File: config.mk
export PLATFORM = sky130hd
export DESIGN_NAME = traffic_sequencer
export DESIGN_NICKNAME = d
export VERILOG_FILES = /design/src/rtl/traffic_sequencer.sv
export SDC_FILE = /design/constraint.sdc
export NUM_CORES = 1
export LEC_CHECK = 0
export ABC_AREA = 1
export CORE_MARGIN = 1.5
export CORE_UTILIZATION = 53
export CTS_BUF_LIST = sky130_fd_sc_hd__clkbuf_4
export DETAILED_ROUTE_END_ITERATION = 8
export PLACE_DENSITY = 0.91
export SETUP_SLACK_MARGIN = 0.4
export SKIP_LAST_GASP = 1
export SLEW_MARGIN = 10
export SYNTH_ARGS = -nofsm -noshare
export SYNTH_HDL_FRONTEND = slang
export SYNTH_SLANG_ARGS = --single-unit
File: constraint.sdc
create_clock -name i_Clk -period 2.05 [get_ports i_Clk]
set_input_delay 0.41 -clock i_Clk [delete_from_list [all_inputs] [get_ports i_Clk]]
set_output_delay 0.41 -clock i_Clk [all_outputs]
set_load 0.1 [all_outputs]
File: src/rtl/traffic_sequencer.sv
// traffic_sequencer: registered four-phase traffic light sequencer.
// Emits a Gray-coded phase on o_G and times each phase with an up-counter
// whose limit is chosen by the decoder's long/short trigger feedback.
// Optional feature macro: TRAFFIC_SIDE_SENSOR_EN holds Main-green until
// i_Side_request is seen on a terminal tick.
//
// state | meaning
// ------+--------------------------------
// S0 00 | main road green  (long phase)
// S1 01 | main road yellow (short phase)
// S2 11 | side road green  (long phase)
// S3 10 | side road yellow (short phase)
module traffic_sequencer #(
    parameter int unsigned p_LONG_CYCLES  = 30,
    parameter int unsigned p_SHORT_CYCLES = 5,
    parameter int unsigned p_CNT_W        = 8
) (
    input  logic               i_Clk,
    input  logic               i_Rst,
    input  logic               i_Tick,
    input  logic               i_Long_trigger,
    input  logic               i_Short_trigger,
    input  logic               i_Side_request,
    output logic [1:0]         o_G,
    output logic [p_CNT_W-1:0] o_Count,
    output logic               o_Phase_done,
    output logic               o_Fault
);

    typedef enum logic [1:0] {
        S0_MAIN_GREEN  = 2'b00,
        S1_MAIN_YELLOW = 2'b01,
        S2_SIDE_GREEN  = 2'b11,
        S3_SIDE_YELLOW = 2'b10
    } phase_e;

    // Terminal counts are limit-1 so a limit of 2^p_CNT_W still fits.
    localparam logic [p_CNT_W-1:0] LONG_M1  = p_CNT_W'(p_LONG_CYCLES - 1);
    localparam logic [p_CNT_W-1:0] SHORT_M1 = p_CNT_W'(p_SHORT_CYCLES - 1);

    phase_e             phase_q, phase_d;
    phase_e             phase_next;
    logic [p_CNT_W-1:0] count_q, count_d;
    logic [p_CNT_W-1:0] limit_m1;
    logic               fault_q, fault_d;
    logic               adv_q, adv_d;
    logic               done_q;
    logic               trig_valid;
    logic               advance_ok;

`ifdef TRAFFIC_SIDE_SENSOR_EN
    // Only the Main-green exit waits for a side-road vehicle.
    always_comb begin
        advance_ok = (phase_q != S0_MAIN_GREEN) || i_Side_request;
    end
`else
    logic unused_side_request;
    assign unused_side_request = i_Side_request;

    // Free-running cycle: every terminal tick advances.
    always_comb begin
        advance_ok = 1'b1;
    end
`endif

    // Limit selection from decoder feedback and fixed Gray successor.
    always_comb begin
        trig_valid = i_Long_trigger ^ i_Short_trigger;
        limit_m1   = i_Long_trigger ? LONG_M1 : SHORT_M1;
        case (phase_q)
            S0_MAIN_GREEN:  phase_next = S1_MAIN_YELLOW;
            S1_MAIN_YELLOW: phase_next = S2_SIDE_GREEN;
            S2_SIDE_GREEN:  phase_next = S3_SIDE_YELLOW;
            S3_SIDE_YELLOW: phase_next = S0_MAIN_GREEN;
            default:        phase_next = S0_MAIN_GREEN;
        endcase
    end

    // Next-state: tick-qualified counting, advance, hold and fault handling.
    always_comb begin
        phase_d = phase_q;
        count_d = count_q;
        fault_d = fault_q;
        adv_d   = 1'b0;
        if (i_Tick) begin
            if (!trig_valid) begin
                fault_d = 1'b1;
                count_d = '0;
            end else begin
                fault_d = 1'b0;
                // >= keeps the counter bounded even if the limit shrinks.
                if (count_q >= limit_m1) begin
                    if (advance_ok) begin
                        phase_d = phase_next;
                        count_d = '0;
                        adv_d   = 1'b1;
                    end else begin
                        count_d = limit_m1;
                    end
                end else begin
                    count_d = count_q + 1'b1;
                end
            end
        end
    end

    // State registers; phase_done trails the o_G change by one clock.
    always_ff @(posedge i_Clk or posedge i_Rst) begin
        if (i_Rst) begin
            phase_q <= S0_MAIN_GREEN;
            count_q <= '0;
            fault_q <= 1'b0;
            adv_q   <= 1'b0;
            done_q  <= 1'b0;
        end else begin
            phase_q <= phase_d;
            count_q <= count_d;
            fault_q <= fault_d;
            adv_q   <= adv_d;
            done_q  <= adv_q;
        end
    end

    assign o_G          = phase_q;
    assign o_Count      = count_q;
    assign o_Phase_done = done_q;
    assign o_Fault      = fault_q;

endmodule

After elaboration in Yosys (flattened, before gate mapping)
Index checks and enable logic that the tools add are counted.
Widths: inputs -> output; s select.

cells by class
  add/subtract/negate cells = 1
  multiply operators = 0
  divide/modulo/power cells = 0
  $lt $le $gt $ge = 1
  equality and inequality tests = 3
  shift-type cells = 0
  muxes and demuxes = 8
  bitwise operators = 1
  reductions and logical operators = 2

operators by type and width
  kind                 number
  $mux 8               2
  $add 8x1->8 const B  1
  $ge 8x5->1           1
  $pmux 2 s4           1
  $mux 5               1
  $eq 2x2->1 const B   2
  $mux 1               4
  $reduce_and 3->1     1
  $eq 2x1->1 const B   1
  $logic_not 2->1      1
  $xor 1x1->1          1

word-level totals
  register bits after elaboration = 13
  latch bits = 0
  bits in writable memories = 0
  bits in read-only memories = 0
  input bits = 6
  output and inout bits = 12
  memories = 0

Logic depth before layout (Yosys ltp)
  depth in word-level cells = 5
  gate-level depth with buffers = 9

Least setup slack after synthesis
Ideal clock, no wire load.

  path type = register to register
  start = register count_q[0] (netlist: o_Count[0])
  end = register phase_q[0] (netlist: o_G[0])
  setup time = 0.122 ns
  data arrival time = 1.866 ns
  setup slack = 0.062 ns
  cell stages (with the launch flop) = 10
  clock period less this slack = 1.988 ns
  path through = dfrtp_1 > inv_1 > ha_1 > inv_1 > nand3b_1 > nand2_1 > nand2_2 > nand3_2 > nand2_1 > nand2_1

between the ends
  cells in the longest elaborated chain, start to end = 2

ends and longest elaborated chain
  element                     line  RTL
  start: declaration          43    logic [p_CNT_W-1:0] count_q, count_d;
  start signal: assignment    117   count_q <= count_d;
  $ge 8x5->1                  92    if (count_q >= limit_m1) begin
  $reduce_and 3->1 (no line)  n/a
  end signal: assignment      116   phase_q <= phase_d;
  end: declaration            41    phase_e phase_q, phase_d;

Every way passes these cells.
A chain may end at the register's enable or synchronous reset.

Worst setup path after layout
  start = register count_q[0] (netlist: o_Count[0])
  end = register count_q[2] (netlist: o_Count[2])

between the ends
  cells in the longest elaborated chain, start to end = 3
  elaborated cells on any way between the ends = 4

ends and longest elaborated chain
  element                                           line     RTL
  $add 8x1->8 / $ge 8x5->1 (equally long branches)  101, 92
  $mux 8 *                                          92
  $mux 8 *                                          86       if (!trig_valid) begin

Every way passes the cells marked *; elsewhere a longest branch is shown, timed or not.

==> flow_summary.json <==
{
  "outcome": "completed",
  "diodes": 0,
  "drive_above_1_share": 0.291,
  "grt_overflow": 0,
  "synth.avg_cell_area_um2": 8.58,
  "yosysWarnings": 0,
  "multi_input_area_um2": 338,
  "hold_depth": 0,
  "busiest_layer": "met2",
  "final_common_cell": "nand2_1",
  "use_met3": 0.0341,
  "netlist_area_um2": 712,
  "timing.final.crit_share": 0.723,
  "path_cells": "inv_1 -> ha_1 -> inv_1 -> nand3b_1 -> nand2_1 -> nand2_2 -> nand2_4 -> nand3_1 -> nand2_1",
  "max_freq_mhz": 675,
  "drtAntennaViolNets": 0,
  "hold_violations": 0,
  "io_buffers": 16,
  "r2r_end": "o_Count[2]",
  "hp-class": "reg -> reg",
  "post_cts_buffers": 0,
  "slew_violations": 0,
  "r2r-start": "o_Count[0]",
  "cts_root_buffer": "clkbuf_4",
  "clkLatencyLatePin_ns": 0.28,
  "arrival_ns": 1.69,
  "cts_tree": "done",
  "ff_latch_area_um2": 333,
  "synth_seq_cells": 13,
  "vias": 615,
  "report.power.total_mw": 0.848,
  "fin_crit_ns": 1.48,
  "die_area_um2": 1570,
  "place_area_um2": 881,
  "grt_pass1_wl_mm": 2.42,
  "htreeDepth": 1,
  "start_util": 0.561,
  "reg2regPathDepth": 9,
  "cts_buffer_depth": 2,
  "die_h_um": 39.7,
  "ios": 18,
  "first_pass_iters": 4,
  "crit_fanout": 6,
  "track_usage": 0.248,
  "clkSinkCount": 13,
  "die_w_um": 39.7,
  "max_stage_delay_ns": 0.51,
  "syn-instance-count": 83,
  "cts_resized": 1,
  "dp_cells": 114,
  "syn_nets": 93,
  "cts_buffers": 3,
  "num_rows": 13,
  "met2_usage": 0.398,
  "grt_max_degree": 14,
  "max-cap-violations": 0,
  "skew_ns": 0.00397,
  "critical_path.endpoint": "o_Count[2]",
  "final_cells": 118,
  "grt_pass1_vias": 564,
  "drt_iter0_drc": 8,
  "reg2reg_slack_ns": 0.57,
  "wl_mm": 1.54,
  "wl_per_cell_um": 13.1,
  "final_core_util": 0.717,
  "drc": 0,
  "fillers": 98,
  "end_kind": "flip-flop",
  "tns_ns": 0,
  "yosysUniqueCellTypes": 18,
  "viasPerCell": 5.21,
  "seq_area_frac_synth": 0.457,
  "met1_usage": 0.278,
  "area_growth_pct": 27.8,
  "hold_path.startpoint": "adv_q",
  "final_cell_mix": "nand2_1 (23), inv_1 (11), buf_4 (11), dfrtp_1 (9)",
  "clk_pin_slew_ns": 0.08,
  "start_kind": "flip-flop",
  "final_cell_area_um2": 910,
  "powerDensity_nw_per_um2": 932,
  "rsz0062_at_grt": "no",
  "required_ns": 2.26,
  "cts_hold_buf": 0,
  "worstSetupPathType": "reg -> reg",
  "leakagePower_nw": 0.517,
  "critPathSlowestCell": "dfrtp_4",
  "startpoint": "o_Count[0]",
  "grt_antenna_before_repair": 0,
  "fp.coreArea_um2": 1270,
  "peakVddDrop_mv": 0.686,
  "nets": 114,
  "setup_viol": 0,
  "gp_congestion": 0.810,
  "relSlewSlack": 0.669,
  "tightest_slew_ns": 0.495,
  "dp_hpwl_mm": 1.05
}
[critical path, delay by kind of cell (launching register included)]
kind / cells / cell delay (ns)
and+or+nand+nor: 6 / 0.54
DFF: 1 / 0.51
adders and majority gates: 1 / 0.23
buffers and inverters: 2 / 0.14
[flip-flops by register name (all words and copies together) (netlist names)]
name          count
o_Count           8
o_Phase_done      1
o_G               2
o_Fault           1
adv_q             1
[Yosys cell counts]
cell type  count  area (µm²)
inv_1         11        41.3
nand3_2        2        20.0
nand3_1        7        35.0
ha_1           4        50.1
nor2_8         1        20.0
dfrtp_1       13         325
nor2_2         2        12.5
nand3b_1       2        15.0
xnor2_1        1        8.76
nand2_2        1        6.26
nor2_4         1        11.3
nor3_1         1        5.00
xor2_1         2        17.5
nand2_4        1        11.3
inv_2          2        7.51
nand2_1       23        86.3
nor2_1         7        26.3
nand4_1        2        12.5
[how the worst min path moves through the flow]
stage | to | slack [ns]
5_1_grt | o_Phase_done | 0.37
6_report | o_Phase_done | 0.36
3_3_place_gp | o_Phase_done | 0.34
2_1_floorplan | adv_q | 0.29
3_5_place_dp | o_Phase_done | 0.34
4_1_cts | o_Phase_done | 0.36
[cell type report]
| class | count | share of cell area |
|---|---|---|
| clock buffers | 4 | 0.0330 |
| flip-flops and latches | 13 | 0.366 |
| multi-input cells | 57 | 0.371 |
| inverters | 13 | 0.0536 |
| repair buffers | 16 | 0.155 |
| well taps | 15 | 0.0206 |
[per-layer routing]
layer	up-vias	wire length, µm
met4	0	89
li1	296	-
met1	294	653
met3	10	30
met5	-	0
met2	15	770
[where the power goes]
| part | total, mW | switching, mW | internal, mW |
|---|---|---|---|
| combinational | 0.351 | 0.272 | 0.0784 |
| sequential | 0.319 | 0.0323 | 0.287 |
| clock | 0.178 | 0.0892 | 0.0887 |
[cell families after synthesis]
logic type	synth area share
XOR/XNOR	0.0369
buffers and inverters	0.0685
AND/OR/NAND/NOR	0.367
adder cells (fa/ha/maj)	0.0703
flip-flops	0.457
[per-stage QoR]
step           hold WS (ns)  setup slack (ns)
2_1_floorplan         0.287             0.408
3_3_place_gp          0.335             0.134
3_5_place_dp          0.343            0.0950
4_1_cts               0.362             0.561
5_1_grt               0.372             0.471
6_report              0.359             0.569
No activity file was read; power rests on OpenSTA's default activity.
